--- src/rtl/hdmi_pkg.sv ---
// hdmi_pkg: 640x480@60 raster constants, default fill colour and
// RGB field offsets shared by the timing generator, encoders and top.
package hdmi_pkg;

  localparam int H_ACTIVE_DEF = 640;
  localparam int H_FP_DEF     = 16;
  localparam int H_SYNC_DEF   = 96;
  localparam int H_BP_DEF     = 48;
  localparam int V_ACTIVE_DEF = 480;
  localparam int V_FP_DEF     = 10;
  localparam int V_SYNC_DEF   = 2;
  localparam int V_BP_DEF     = 33;

  localparam logic [23:0] FILL_RGB_DEF = 24'h000000;

  localparam int R_LSB = 16;
  localparam int G_LSB = 8;
  localparam int B_LSB = 0;

  typedef enum logic {
    SEEK,
    STREAM
  } vt_state_t;

endpackage

--- src/rtl/hdmi_raster_counter.sv ---
// hdmi_raster_counter: pixel/line counters and the raster-window decodes
// (active area, sync windows, frame origin and last pixel of frame).
module hdmi_raster_counter
  import hdmi_pkg::*;
#(
  parameter int H_ACTIVE = H_ACTIVE_DEF,
  parameter int H_FP     = H_FP_DEF,
  parameter int H_SYNC   = H_SYNC_DEF,
  parameter int H_BP     = H_BP_DEF,
  parameter int V_ACTIVE = V_ACTIVE_DEF,
  parameter int V_FP     = V_FP_DEF,
  parameter int V_SYNC   = V_SYNC_DEF,
  parameter int V_BP     = V_BP_DEF
) (
  input  logic       clk_pix,
  input  logic       rst,
  output logic [9:0] o_hc,
  output logic [9:0] o_vc,
  output logic       o_act,
  output logic       o_hs_win,
  output logic       o_vs_win,
  output logic       o_origin,
  output logic       o_last
);

  localparam int H_TOTAL = H_ACTIVE + H_FP + H_SYNC + H_BP;
  localparam int V_TOTAL = V_ACTIVE + V_FP + V_SYNC + V_BP;

  localparam logic [9:0] L_HA  = 10'(H_ACTIVE);
  localparam logic [9:0] L_HS0 = 10'(H_ACTIVE + H_FP);
  localparam logic [9:0] L_HS1 = 10'(H_ACTIVE + H_FP + H_SYNC);
  localparam logic [9:0] L_HL  = 10'(H_TOTAL - 1);
  localparam logic [9:0] L_VA  = 10'(V_ACTIVE);
  localparam logic [9:0] L_VS0 = 10'(V_ACTIVE + V_FP);
  localparam logic [9:0] L_VS1 = 10'(V_ACTIVE + V_FP + V_SYNC);
  localparam logic [9:0] L_VL  = 10'(V_TOTAL - 1);

  logic [9:0] r_hc;
  logic [9:0] r_vc;
  logic       w_hend;
  logic       w_vend;

  assign w_hend = (r_hc == L_HL);
  assign w_vend = (r_vc == L_VL);

  always_ff @(posedge clk_pix) begin
    if (rst) begin
      r_hc <= '0;
      r_vc <= '0;
    end else begin
      r_hc <= w_hend ? '0 : r_hc + 10'd1;
      if (w_hend) begin
        r_vc <= w_vend ? '0 : r_vc + 10'd1;
      end
    end
  end

  assign o_hc     = r_hc;
  assign o_vc     = r_vc;
  assign o_act    = (r_hc < L_HA) && (r_vc < L_VA);
  assign o_hs_win = (r_hc >= L_HS0) && (r_hc < L_HS1);
  assign o_vs_win = (r_vc >= L_VS0) && (r_vc < L_VS1);
  assign o_origin = (r_hc == '0) && (r_vc == '0);
  assign o_last   = w_hend && w_vend;

endmodule

--- src/rtl/hdmi_video_timing.sv ---
// hdmi_video_timing: raster timing plus frame-aligned pixel stream,
// with fill-colour blanking on underflow/misalignment and relock.
module hdmi_video_timing
  import hdmi_pkg::*;
#(
  parameter int          H_ACTIVE  = H_ACTIVE_DEF,
  parameter int          H_FP      = H_FP_DEF,
  parameter int          H_SYNC    = H_SYNC_DEF,
  parameter int          H_BP      = H_BP_DEF,
  parameter int          V_ACTIVE  = V_ACTIVE_DEF,
  parameter int          V_FP      = V_FP_DEF,
  parameter int          V_SYNC    = V_SYNC_DEF,
  parameter int          V_BP      = V_BP_DEF,
  parameter bit          HSYNC_POL = 1'b0,
  parameter bit          VSYNC_POL = 1'b0,
  parameter logic [23:0] FILL_RGB  = FILL_RGB_DEF
) (
  input  logic        clk_pix,
  input  logic        rst,
  input  logic        s_valid,
  output logic        s_ready,
  input  logic [23:0] s_data,
  input  logic        s_sof,
  input  logic        underflow_clr,
  output logic        de,
  output logic        hsync,
  output logic        vsync,
  output logic [7:0]  red,
  output logic [7:0]  green,
  output logic [7:0]  blue,
  output logic [9:0]  h_count,
  output logic [9:0]  v_count,
  output logic        frame_start,
  output logic        underflow,
  output logic        sof_error
);

  logic [9:0] w_hc;
  logic [9:0] w_vc;
  logic       w_act;
  logic       w_hs_win;
  logic       w_vs_win;
  logic       w_origin;
  logic       w_last;

  hdmi_raster_counter #(
    .H_ACTIVE (H_ACTIVE),
    .H_FP     (H_FP),
    .H_SYNC   (H_SYNC),
    .H_BP     (H_BP),
    .V_ACTIVE (V_ACTIVE),
    .V_FP     (V_FP),
    .V_SYNC   (V_SYNC),
    .V_BP     (V_BP)
  ) u_raster (
    .clk_pix  (clk_pix),
    .rst      (rst),
    .o_hc     (w_hc),
    .o_vc     (w_vc),
    .o_act    (w_act),
    .o_hs_win (w_hs_win),
    .o_vs_win (w_vs_win),
    .o_origin (w_origin),
    .o_last   (w_last)
  );

  vt_state_t   r_state;
  logic        r_de;
  logic        r_hs;
  logic        r_vs;
  logic [23:0] r_rgb;
  logic [9:0]  r_hcnt;
  logic [9:0]  r_vcnt;
  logic        r_fs;
  logic        r_uf;
  logic        r_se;

  logic        w_stream;
  logic        w_match;
  logic        w_take;
  logic        w_uf_set;
  logic        w_se_set;
  logic        w_lock;
  logic [23:0] w_rgb;

  // sof must coincide exactly with the raster origin while streaming
  assign w_stream = (r_state == STREAM);
  assign w_match  = (s_sof == w_origin);
  assign w_take   = w_stream && w_act && s_valid && w_match;
  assign w_uf_set = w_stream && w_act && !s_valid;
  assign w_se_set = w_stream && w_act && s_valid && !w_match;
  assign w_lock   = !w_stream && w_last && s_valid && s_sof;

  assign s_ready = w_stream ? (w_act && (!s_valid || w_match))
                            : !(s_valid && s_sof);

  assign w_rgb = !w_act ? 24'h000000 :
                 w_take ? s_data     : FILL_RGB;

  always_ff @(posedge clk_pix) begin
    if (rst) begin
      r_state <= SEEK;
      r_de    <= 1'b0;
      r_hs    <= ~HSYNC_POL;
      r_vs    <= ~VSYNC_POL;
      r_rgb   <= '0;
      r_hcnt  <= '0;
      r_vcnt  <= '0;
      r_fs    <= 1'b0;
      r_uf    <= 1'b0;
      r_se    <= 1'b0;
    end else begin
      r_de   <= w_act;
      r_hs   <= w_hs_win ? HSYNC_POL : ~HSYNC_POL;
      r_vs   <= w_vs_win ? VSYNC_POL : ~VSYNC_POL;
      r_rgb  <= w_rgb;
      r_hcnt <= w_hc;
      r_vcnt <= w_vc;
      r_fs   <= w_origin;
      r_uf   <= w_uf_set || (r_uf && !underflow_clr);
      r_se   <= w_se_set || (r_se && !underflow_clr);
      unique case (r_state)
        SEEK:   if (w_lock) r_state <= STREAM;
        STREAM: if (w_uf_set || w_se_set) r_state <= SEEK;
      endcase
    end
  end

  assign de          = r_de;
  assign hsync       = r_hs;
  assign vsync       = r_vs;
  assign red         = r_rgb[R_LSB +: 8];
  assign green       = r_rgb[G_LSB +: 8];
  assign blue        = r_rgb[B_LSB +: 8];
  assign h_count     = r_hcnt;
  assign v_count     = r_vcnt;
  assign frame_start = r_fs;
  assign underflow   = r_uf;
  assign sof_error   = r_se;

endmodule

--- config.mk ---
export PLATFORM = sky130hd
export DESIGN_NAME = hdmi_video_timing
export DESIGN_NICKNAME = d
export VERILOG_FILES = /design/src/rtl/hdmi_pkg.sv /design/src/rtl/hdmi_raster_counter.sv /design/src/rtl/hdmi_video_timing.sv
export SDC_FILE = /design/constraint.sdc
export NUM_CORES = 1
export LEC_CHECK = 0
export ABC_CLOCK_PERIOD_IN_PS = 2200
export CAP_MARGIN = 10
export CELL_PAD_IN_SITES_DETAIL_PLACEMENT = 1
export CELL_PAD_IN_SITES_GLOBAL_PLACEMENT = 2
export CORE_AREA = 2 2 103 105
export CTS_CLUSTER_DIAMETER = 50
export DETAILED_ROUTE_END_ITERATION = 12
export DIE_AREA = 0 0 105 107
export PLACE_DENSITY = 0.73
export SYNTH_ARGS = -nofsm -noshare
export SYNTH_HDL_FRONTEND = slang
export SYNTH_SLANG_ARGS = --single-unit
--- constraint.sdc ---
create_clock -name clk_pix -period 2.2 [get_ports clk_pix]
set_input_delay 0.44 -clock clk_pix [delete_from_list [all_inputs] [get_ports clk_pix]]
set_output_delay 0.44 -clock clk_pix [all_outputs]
set_load 0.02 [all_outputs]
==> out/summary.md <==
Floorplanning
• ports placed on the boundary: 80
• initial core utilization: 26.5%
• y dimension of the die: 107 um
• total die area: 11200 sq um
• x dimension of the die: 105 um
• Core Area: 10100 sq um
• site row count: 37

Worst hold path
• hold-critical path endpoint: underflow
• path category of the worst min-delay check: flip-flop to flip-flop
• Worst Hold Depth: 2
• origin of the worst min-delay path: underflow

Critical path
• data arrival at the endpoint of the critical path: 1.75 ns
• type of element launching the critical path: flip-flop
• Cell Chain, Critical Path: o21a_1 -> or3_4 -> a32o_1 -> a31oi_1 -> buf_4
• number of buffer and inverter stages on the critical path: 1
• startpoint-to-endpoint class of the critical path: flip-flop to output port
• Crit Reg-Reg Startpoint: u_raster.o_hc[0]
• worst reg2reg setup slack: 0.16 ns
• type of destination of the critical path: output port
• critical path's slowest cell: sky130_fd_sc_hd__or3_4
• cell type group with the largest total delay on the critical path: compound AO/OA/AOI/OAI gates
• maximum cell stage delay along the critical path: 0.38 ns
• required time worst endpoint: 1.76 ns
• path depth of the worst reg2reg path: 6
• R2R Path End: u_raster.o_vc[9]
• maximum net fanout on the critical path: 2

Finish
• diodes inserted: 0
• share of post-route cells with drive strength above 1: 20.1%
• Post-Layout Inst Area: 4110 sq um
• area added between synthesis and finish: 53.7%
• layout filler cell count: 1223
• most common library cell in the layout ignoring fill and taps: sky130_fd_sc_hd__clkdlybuf4s50_1
• highest-count cells in the layout ignoring fill and taps: 78 x sky130_fd_sc_hd__clkdlybuf4s50_1, 65 x sky130_fd_sc_hd__dfxtp_1, 41 x sky130_fd_sc_hd__buf_4
• final core area utilization: 40.7%
• final net count: 435
• final cell count without fillers: 543

Synthesis
• synth warn: 0
• cells after synthesis: 288
• number of library cell types mapped by synthesis: 46
• Mapped Area: 2670 sq um
• area leader, netlist: sky130_fd_sc_hd__dfxtp_1
• portion of the post-synthesis area used by sequential elements: 53.2%
• top-area cell type share of the netlist area: 53.2%
• total of flip-flops plus latches after synthesis: 71
• post-synthesis area per instance: 9.28 sq um
• leading cell types by total area after synthesis: sky130_fd_sc_hd__dfxtp_1 53%, sky130_fd_sc_hd__a21oi_1 6.0%, sky130_fd_sc_hd__nand2_1 4.4%
• Synth Net Count: 321

Routing
• routed metal-1 wire length: 3760 um
• Antenna Nets Post-Route: 0
• final routed DRC violation total: 0
• highest metal layer used by the detailed router: met4
• sum of met3 wire segment lengths after detailed routing: 393 um
• per-cell via count in the routed design: 4.53
• final wirelength: 7990 um
• total number of vias: 2458
• WL/cell: 14.7 um
• Starting DRT DRC Count: 55
• Pre-antenna DRT Iters: 4
• WL met2: 3720 um

Global route
• GRT Overall Usage: 14.6%
• vias in the first global route: 2535
• wire length of the first global-routing pass: 13000 um
• maximum number of pins on one net before global-route repair: 28
• overflow left after global routing: 0
• initial antenna violation count: 0

Job
• count of maximum capacitance violations: 0

STA
• max-slew violation total from the final report: 0
• setup TNS: 0 ns
• Finish-stage setup viols: 0
• final critical delay including setup and external delays: 2.19 ns
• setup slack after layout: 0.0143 ns
• ratio of final minimum period to clock period: 99.3%
• unrepaired setup endpoints after global routing: true
• maximum clock skew at final layout: 0.0108 ns
• highest attainable clock frequency: 458 MHz
• worst hold margin: 0.473 ns
• Max transition margin: 55.5%
• Least-Margin Pin Slew: 0.665 ns
• endpoints failing hold: 0

Clocking
• number of sinks on the clock net: 71
• hold buffer count at cts: 0
• CTS H-tree depth: 3
• number of buffers inserted during clock tree synthesis: 9
• CTS tree: built
• clock tree root driver cell: sky130_fd_sc_hd__clkbuf_8
• maximum count of clock buffers along a single path: 2
• clock-pin slew on the worst setup and hold paths: 0.08 ns
• setup bufs post-CTS: 0
• clock latency at the later pin of the worst-skew pair: 0.34 ns

Placed design
• pre-CTS worst setup slack: -0.340 ns
• global placement routability congestion: 0.764
• placed cell count: 527
• area of placed instances: 3860 sq um
• number of buffer cells added on primary ports: 79
• detailed placement HPWL: 5800 um

Pwr
• highest ir drop seen on vdd: 0.272 mV
• post-route total power: 2.42 mW
• Pwr Density: 588 nW/um^2
• leakage power figure: 1.61 nW

Outcome
• status: finished clean

sequential cells by signal, summed over array words and instances (netlist names), 10 cells and up:
signal and cells:
h_count 10, u_raster.o_hc 10, v_count 10, u_raster.o_vc 10, r_rgb 24
repair_timing:
action / in CTS / in global routing
setup endpoints to repair: 26 / 26
gates cloned: 0 / 0
pin swaps: 5 / 2
resized for setup: 25 / 2
power breakdown:
| part | total, mW | internal, mW | switching [mW] |
|---|---|---|---|
| clock | 0.943 | 0.415 | 0.528 |
| combinational | 0.174 | 0.101 | 0.0729 |
| sequential | 1.30 | 1.29 | 0.00519 |
| total | 2.42 | 1.81 | 0.606 |
cells by family after synthesis:
kind of cell	synth area share [%]
compound gates	9.69
xor+xnor	3.60
fa+ha+maj	1.87
buf+inv	4.16
flops	53.2
simple gates	27.5
how the worst max path moves through the flow:
stage | endpoint | slack (ns) | from | cells past startpoint
global placement | s_ready | -0.35 | s_sof | 5
floorplan | s_ready | 0.15 | u_raster.o_hc[0] | 6
finish | s_ready | 0.01 | u_raster.o_hc[8] | 5
global route | s_ready | -0.08 | u_raster.o_vc[1] | 7
CTS | s_ready | -0.01 | u_raster.o_hc[7] | 5
detailed placement | s_ready | -0.34 | s_sof | 5
worst register-to-register path, delay by kind of cell, from the launching register on:
family	cells	cell delay (ns)
DFF	1	0.34
adders and majority gates	1	0.24
buffers and inverters	1	0.12
AOI/OAI and AO/OA	1	0.18
and+or+nand+nor	3	1.08
synth_stat cells (all sizes together):
master / instances
nor2b: 15
nand2: 31
nand3b: 1
nand4bb: 1
dfxtp: 71
o21a: 1
o21ai: 4
ha: 4
or3b: 1
xor2: 2
or4: 2
and4b: 1
nor4b: 1
xnor2: 9
nor2: 28
a32oi: 1
nand3: 14
or4b: 1
and4: 2
nor3: 6
clkbuf: 7
a31oi: 1
buf: 9
inv: 9
o21bai: 1
and3b: 1
o31ai: 2
nor4: 8
a32o: 1
o211ai: 1
and2: 1
nand4: 7
and3: 4
a21oi: 32
or3: 5
nand2b: 2
o2111ai: 1
layout make-up:
type	instances	area (sq um)	share of cell area, %
flip-flops and latches	71	1430	34.8
multi-input cells	192	1210	29.6
repair buffers	119	1090	26.5
well taps	136	170	4.14
clock buffers	10	128	3.11
clock inverters	6	45.0	1.10
inverters	9	33.8	0.822
metal layers:
layer	up-vias	global-route usage, %
met2	73	24.5
met5	-	0
met3	12	3.59
li1	1219	-
met4	0	5.24
met1	1154	18.1
No activity file was read; power rests on OpenSTA's default activity.
